--- src/rtl/sram_pattern_sequencer.sv ---
// SRAM test data word generator: walks an enable-masked list of 11 patterns,
// with per-word walk index and LFSR state that can be rewound for read-back.
//
// Ports:
//   clk          system clock, all state on rising edge
//   reset        asynchronous, active-high
//   start        strobe: begin at lowest enabled pattern id
//   next_pattern strobe: advance to next enabled pattern id
//   next_word    strobe: advance walk index and LFSR
//   rewind       strobe: restore walk index and LFSR to pattern start
//   pattern_en   bit i enables pattern id i
//   addr         current address, used by ADDR / ADDR_INV
//   custom       user word for CUSTOM
//   pattern      current data word (0 outside RUN)
//   pattern_id   current pattern id
//   busy         high in RUN
//   done         high in DONE
module sram_pattern_sequencer #(
    parameter int                   DATA_BITS = 16,
    parameter int                   ADDR_BITS = 20,
    parameter logic [DATA_BITS-1:0] LFSR_SEED = DATA_BITS'(1),
    parameter logic [DATA_BITS-1:0] LFSR_TAPS = DATA_BITS'(16'hB400)
) (
    input  logic                 clk,
    input  logic                 reset,
    input  logic                 start,
    input  logic                 next_pattern,
    input  logic                 next_word,
    input  logic                 rewind,
    input  logic [10:0]          pattern_en,
    input  logic [ADDR_BITS-1:0] addr,
    input  logic [DATA_BITS-1:0] custom,
    output logic [DATA_BITS-1:0] pattern,
    output logic [3:0]           pattern_id,
    output logic                 busy,
    output logic                 done
);

    localparam int IW = $clog2(DATA_BITS);
    localparam logic [IW-1:0] LAST_IDX = IW'(DATA_BITS - 1);

    // An all-zero seed would lock the LFSR, so it is replaced by 1.
    localparam logic [DATA_BITS-1:0] SEED =
        (LFSR_SEED == '0) ? DATA_BITS'(1) : LFSR_SEED;

    localparam logic [1:0] IDLE = 2'd0;
    localparam logic [1:0] RUN  = 2'd1;
    localparam logic [1:0] DONE = 2'd2;

    localparam logic [DATA_BITS-1:0] ALT_10 = {(DATA_BITS/2){2'b10}};
    localparam logic [DATA_BITS-1:0] ALT_01 = {(DATA_BITS/2){2'b01}};
    localparam logic [DATA_BITS-1:0] HALF   =
        {{(DATA_BITS/2){1'b0}}, {(DATA_BITS/2){1'b1}}};

    logic [1:0]           state;
    logic [IW-1:0]        walk;
    logic [DATA_BITS-1:0] lfsr;
    logic [DATA_BITS-1:0] lfsr_next;
    logic [DATA_BITS-1:0] addr_word;
    logic [DATA_BITS-1:0] one_hot;
    logic [3:0]           first_id;
    logic [3:0]           above_id;
    logic                 first_ok;
    logic                 above_ok;

    if (ADDR_BITS >= DATA_BITS) begin : g_addr_trunc
        assign addr_word = addr[DATA_BITS-1:0];
    end else begin : g_addr_ext
        assign addr_word = {{(DATA_BITS-ADDR_BITS){1'b0}}, addr};
    end

    assign lfsr_next = (lfsr >> 1) ^ (lfsr[0] ? LFSR_TAPS : '0);
    assign one_hot   = {{(DATA_BITS-1){1'b0}}, 1'b1} << walk;

    // Descending scan so the last hit is the lowest matching id.
    always_comb begin
        first_id = '0;
        first_ok = 1'b0;
        above_id = '0;
        above_ok = 1'b0;
        for (int i = 10; i >= 0; i--) begin
            if (pattern_en[i]) begin
                first_id = 4'(i);
                first_ok = 1'b1;
                if (4'(i) > pattern_id) begin
                    above_id = 4'(i);
                    above_ok = 1'b1;
                end
            end
        end
    end

    always_ff @(posedge clk or posedge reset) begin
        if (reset) begin
            state      <= IDLE;
            pattern_id <= '0;
            walk       <= '0;
            lfsr       <= SEED;
        end else if (start) begin
            walk <= '0;
            lfsr <= SEED;
            if (first_ok) begin
                state      <= RUN;
                pattern_id <= first_id;
            end else begin
                state <= DONE;
            end
        end else if (state == RUN) begin
            if (next_pattern) begin
                walk <= '0;
                lfsr <= SEED;
                if (above_ok) begin
                    pattern_id <= above_id;
                end else begin
                    state <= DONE;
                end
            end else if (rewind) begin
                walk <= '0;
                lfsr <= SEED;
            end else if (next_word) begin
                walk <= (walk == LAST_IDX) ? '0 : walk + 1'b1;
                lfsr <= lfsr_next;
            end
        end
    end

    assign busy = (state == RUN);
    assign done = (state == DONE);

    always_comb begin
        pattern = '0;
        if (state == RUN) begin
            case (pattern_id)
                4'd0:    pattern = '0;
                4'd1:    pattern = '1;
                4'd2:    pattern = ALT_10;
                4'd3:    pattern = ALT_01;
                4'd4:    pattern = HALF;
                4'd5:    pattern = one_hot;
                4'd6:    pattern = ~one_hot;
                4'd7:    pattern = addr_word;
                4'd8:    pattern = ~addr_word;
                4'd9:    pattern = lfsr;
                4'd10:   pattern = custom;
                default: pattern = '0;
            endcase
        end
    end

endmodule

--- config.mk ---
export PLATFORM = sky130hd
export DESIGN_NAME = sram_pattern_sequencer
export DESIGN_NICKNAME = d
export VERILOG_FILES = /design/src/rtl/sram_pattern_sequencer.sv
export SDC_FILE = /design/constraint.sdc
export NUM_CORES = 1
export LEC_CHECK = 0
export BUFFER_PORTS_ARGS = -buffer_cell sky130_fd_sc_hd__buf_2
export CAP_MARGIN = 20
export CELL_PAD_IN_SITES_DETAIL_PLACEMENT = 0
export CELL_PAD_IN_SITES_GLOBAL_PLACEMENT = 1
export CORE_ASPECT_RATIO = 0.8
export CORE_MARGIN = 5
export CORE_UTILIZATION = 35
export CTS_BUF_LIST = sky130_fd_sc_hd__clkbuf_4 sky130_fd_sc_hd__clkbuf_8 sky130_fd_sc_hd__clkbuf_16
export CTS_CLUSTER_SIZE = 28
export DETAILED_ROUTE_END_ITERATION = 6
export PLACE_DENSITY_LB_ADDON = 0.1
export SLEW_MARGIN = 20
export SYNTH_ARGS = -nofsm -noshare
export SYNTH_HDL_FRONTEND = slang
export SYNTH_SLANG_ARGS = --single-unit
--- constraint.sdc ---
create_clock -name clk -period 2.4 [get_ports clk]
set_clock_uncertainty 0.15 [all_clocks]
set_input_delay 0.36 -clock clk [delete_from_list [all_inputs] [get_ports clk]]
set_output_delay 0.36 -clock clk [all_outputs]
set_load 0.03 [all_outputs]
Word-level counts from Yosys, hierarchy flattened
Cells that the tools add are included.
{"block": "word_totals", "input_bits": 53, "latch_bits": 0, "output_inout_bits": 22, "ff_bits": 26, "ram_bits": 0, "n_memories": 0, "romBits": 0}
{"block": "op_classes", "n_bitwise": 3, "n_mul": 0, "n_shift": 1, "n_div": 0, "reduce_logical": 7, "muxes": 90, "n_lt_le_gt_ge": 11, "addsub": 1, "n_eq_ne": 15}
{"operator": "4-bit two-way mux", "count": 44}
{"operator": "16-bit one-hot mux with 10 select lines", "count": 1}
{"operator": "16-bit two-way mux", "count": 7}
{"operator": "1-bit two-way mux", "count": 33}
{"operator": "16-bit inverter", "count": 2}
{"operator": "4-bit by 3-bit equality test with 1-bit output, second input constant", "count": 4}
{"operator": "4-bit equality test, second input constant", "count": 4}
{"operator": "3-bit by 4-bit > comparator with 1-bit output, first input constant", "count": 4}
{"operator": "1-bit by 4-bit << shifter with 16-bit output, first input constant", "count": 1}
{"operator": "15-bit by 16-bit XOR with 16-bit output", "count": 1}
{"operator": "4-bit > comparator, first input constant", "count": 3}
{"operator": "2-bit two-way mux", "count": 5}
{"operator": "4-bit by 2-bit equality test with 1-bit output, second input constant", "count": 2}
{"operator": "1-bit by 4-bit > comparator with 1-bit output, first input constant", "count": 2}
{"operator": "2-bit by 4-bit > comparator with 1-bit output, first input constant", "count": 2}
{"operator": "2-bit nonzero test", "count": 3}
{"operator": "4-bit by 1-bit adder with 4-bit output, second input constant", "count": 1}
{"operator": "4-bit by 1-bit equality test with 1-bit output, second input constant", "count": 1}
{"operator": "4-bit AND reduction", "count": 1}
{"operator": "4-bit nonzero test", "count": 1}
{"operator": "3-bit AND reduction", "count": 1}
{"operator": "2-bit by 1-bit equality test with 1-bit output, second input constant", "count": 1}
{"operator": "2-bit equality test, second input constant", "count": 1}
{"operator": "2-bit by 1-bit inequality test with 1-bit output, second input constant", "count": 1}
{"operator": "2 further kinds", "count": 2}

Logic depth before layout (Yosys ltp)
{"block": "depth", "word_depth": 27, "depth_mapped": 8}

Least setup slack after synthesis
Ideal clock, no wire load.
{"block": "synth_path", "path_type": "reg-to-output", "from": "register state[1]", "to": "output port pattern[15]", "t_arrival_ns": 1.925, "required_ns": 1.890, "setup_slack_ns": -0.035, "path_stages_with_launch": 6, "cell_sequence": "dfrtp_1 > nor2b_1 > and3_1 > clkbuf_1 > o2111ai_1 > a21oi_1"}
{"block": "synth_via", "elab_chain_len": 2}
{"item": "from (decl)", "line": "55", "source": "logic [1:0] state;"}
{"item": "from (signal assigned)", "line": "95", "source": "state <= IDLE;"}
{"item": "from (signal assigned)", "line": "103", "source": "state <= RUN;"}
{"item": "from (signal assigned)", "line": "106", "source": "state <= DONE;"}
{"item": "2-bit by 1-bit equality test with 1-bit output"}
{"item": "net busy", "line": "35", "source": "output logic busy,"}
{"item": "16-bit two-way mux", "line": "132", "source": "if (state == RUN) begin"}
{"item": "to (decl)", "line": "33", "source": "output logic [DATA_BITS-1:0] pattern,"}
The timed path passes the listed nets, and every way through them passes these cells.

Worst setup path in the final report
{"block": "layout_path", "from": "register walk[1]", "to": "output port pattern[0]"}
{"block": "layout_via", "elab_chain_len": 4}
{"item": "from (decl)", "line": "56", "source": "logic [IW-1:0] walk;"}
{"item": "from (signal assigned)", "line": "121", "source": "walk <= (walk == LAST_IDX) ? '0 : walk + 1'b1;"}
{"item": "1-bit by 4-bit << shifter with 16-bit output (*)", "line": "73", "source": "assign one_hot = {{(DATA_BITS-1){1'b0}}, 1'b1} << walk;"}
{"item": "16-bit inverter", "line": "140", "source": "4'd6: pattern = ~one_hot;"}
{"item": "16-bit one-hot mux with 10 select lines (*)", "line": "133", "source": "case (pattern_id)"}
{"item": "16-bit two-way mux (*)", "line": "132"}
Mark *: on every way between the ends. The rest lies on a longest branch, timed or not.

==> metrics.md <==
| Metric | Value |
|---|---|
| Num CTS Buffers | `3` |
| Hold endpoint | `state[1]` |
| Startpoint Class | `flop` |
| Kind of end point of the critical path | `output port` |
| Hold Path Stages | `2` |
| CP arrival | `1.92 ns` |
| Fin crit period | `2.43 ns` |
| RSZ-0062 raised after global routing | `yes` |
| Fin crit share | `101%` |
| Final Hold Violating Endpoints | `0` |
| WP data required | `1.89 ns` |
| Post-Synthesis Cells | `338` |
| Overflow after GRT | `0` |
| Clk buf depth | `2` |
| Status | `complete, but fails checks` |
| Synthesized area | `0.00271 mm^2` |
| Post-synth ARST share | `100%` |
| Final Max Tran Viols | `0` |
| Max Cap Violations | `0` |
| Hold Path Class | `input port to flop` |
| Drt first pass iters | `5` |
| R2r endpoint | `pattern_id[2]` |
| Clk root buf | `clkbuf_8` |
| CTS tree | `done` |
| Setup TNS | `-0.0930 ns` |
| Clk Latency, worst-skew pair | `0.27 ns` |
| Synth Flop Type | `dfrtp_1` |
| Rel. slew slack | `68.7%` |
| Worst reg2reg path depth | `7` |
| # DRC | `0` |
| Initial antenna violation count | `0` |
| FMAX | `0.411 GHz` |
| Finish-stage setup viols | `5` |
| EDFF count, synth | `0` |
| Final wirelength | `9980 um` |
| Die area | `0.00961 mm^2` |
| Hold path start | `start` |
| Peak VDD IR | `0.361 mV` |
| Worst Hold Margin | `0.376 ns` |
| Routed via count | `3069` |
| Pin count of the biggest net entering global routing | `27` |
| Fill count | `729` |
| PD cells | `870 mW/mm^2` |
| Violated checks | `setup timing` |
| Crit path max fanout | `4` |
| ANT cells | `0` |
| # IOs | `75` |
| CP startpoint | `walk[1]` |
| Core Region | `0.00746 mm^2` |
| Die Span X | `108 um` |
| Crit path kind | `flop to output port` |
| Avg Cell Area, Syn | `8.01 um^2` |
| Via-to-Cell Ratio | `5.54` |
| R2R Setup Slk | `0.08 ns` |
| Rows | `28` |
| WL/cell | `18.0 um` |
| Sequential fraction of the synthesis area | `24.1%` |
| Worst-Margin Slew | `0.465 ns` |
| Clock Sink Count | `26` |
| Most frequent cells in the layout | `buf_2 (54), buf_4 (54), nand2_1 (27), nor2_1 (21), o21ai_0 (18)` |
| First-pass GRT wire length | `15500 um` |
| Clock transition at path regs | `0.09 ns` |
| Antenna viol nets, final | `0` |
| Syn_nets | `397` |
| Yosys cell types | `65` |
| Initial Utilization | `36.3%` |
| Vias in the first global route | `2961` |
| Leakage | `1.79 nW` |
| Nets | `509` |
| Ratio of cells with drive above 1 in the final layout | `45.7%` |
| Yosys warnings | `0` |
| Worst setup margin | `-0.0341 ns` |
| Routability Congestion | `0.879` |
| Die height | `88.7 um` |
| Layout area overhead | `49.5%` |
| Initial DRC Count | `180` |
| Pwr Total | `3.52 mW` |
| DP Wirelength | `7380 um` |
| Tot GR Track Use | `20.4%` |
| IO Port Bufs | `70` |
| CTS H-Tree Depth | `1` |
| Yosys reg bits | `26` |
| RR Startpoint | `pattern_id[0]` |
[final cells by class]
class                   count  area, um^2  share of cell area [%]
multi-input cells         267        2080                    51.3
repair buffers            133        1030                    25.4
flip-flops and latches     26         662                    16.3
well taps                 105         131                    3.24
inverters                  19        77.6                    1.92
clock buffers               3        41.3                    1.02
clock inverters             1        30.0                   0.742
[cells in the mapped netlist, drive strengths merged, types with 2 or more instances]
cell	n	share of area, %
nand2	30	4.3
nand2b	3	0.69
buf	17	3.9
ha	6	2.8
a41o	2	0.74
dfrtp	25	23
clkbuf	9	1.2
a31o	2	0.65
mux2i	16	5.9
a32oi	4	1.3
nor4	3	0.69
nor2b	10	2.3
nor4b	2	1.2
and2	5	1.2
and3	5	1.2
nor2	26	3.7
a22o	17	5.5
o22ai	4	0.92
o21a	3	0.83
mux2	7	3.0
o21bai	2	0.55
a21oi	19	3.5
a211oi	3	0.83
a22oi	14	3.9
nand3b	3	0.83
o2bb2ai	2	0.65
nor3b	2	0.55
o31a	11	3.6
a21boi	2	0.55
nor3	4	0.74
o21ai	24	5.1
a221oi	3	1.2
xor2	3	0.97
o221ai	3	0.97
inv	19	2.6
o31ai	2	0.55
a2111oi	2	0.69
nand3	11	2.4
[worst max-delay path, stage by stage, from the launching register on]
cell and delay [ns]:
dfrtp_2 0.47, inv_2 0.10, ha_4 0.15, nor3b_4 0.18, mux2i_1 0.09, mux2i_1 0.20
nor2_1 0.06, o31a_1 0.25, buf_6 0.14
[flip-flops by register name, summed over array words and instances (netlist names)]
register and count:
walk 4, state 2, lfsr 16, pattern_id 4
[kinds of logic (layout without fill, tap and decap cells)]
| kind of cell | after synthesis | count (layout) | synth area share (%) |
|---|---|---|---|
| DFF | 26 | 26 | 24.1 |
| adders and majority gates | 6 | 6 | 2.77 |
| buffers and inverters | 45 | 156 | 7.76 |
| AOI/OAI and AO/OA | 125 | 125 | 34.0 |
| and+or+nand+nor | 110 | 110 | 21.4 |
| xor gates and xnor gates | 3 | 3 | 0.971 |
| muxes | 23 | 23 | 8.96 |
[worst max path at each step]
| stage | to | slack [ns] |
|---|---|---|
| CTS | pattern[0] | -0.03 |
| global route | pattern[0] | -0.13 |
| finish | pattern[0] | -0.03 |
| floorplan | pattern[5] | 0.003 |
| detailed placement | pattern[0] | 0.07 |
| global placement | pattern[0] | 0.10 |
[metal layers]
layer | track usage (%) | part of all wire [%]
met3 | 3.14 | 6.3
met5 | 0 | 0
met2 | 30.9 | 41
met1 | 31.3 | 52
met4 | 2.87 | 0.91
[repair_timing]
| action | 4_1_cts | 5_1_grt |
|---|---|---|
| gates resized for setup | 55 | 43 |
| pin swaps | 9 | 18 |
| setup endpoints to repair | 16 | 19 |
| endpoints found under the hold margin | 25 | 0 |
| setup buffers | 11 | 15 |
| cloned | 1 | 1 |
| hold buffers | 1 | 0 |
[metrics by stage]
step                area [um^2]  instances  setup WS, ns  utilization, %
global placement           3350        521         0.102            44.9
floorplan                  2710        338       0.00345               -
CTS                        3730        538       -0.0262            50.0
global route               4050        554        -0.130            54.3
finish                     4050        554       -0.0341            54.3
detailed placement         3350        521        0.0748            44.9
[power by group]
group	internal [mW]	switching [mW]
sequential	0.476	0.0677
combinational	1.22	1.40
clock	0.223	0.136
total	1.92	1.60
(Power assumes the default switching activity.)
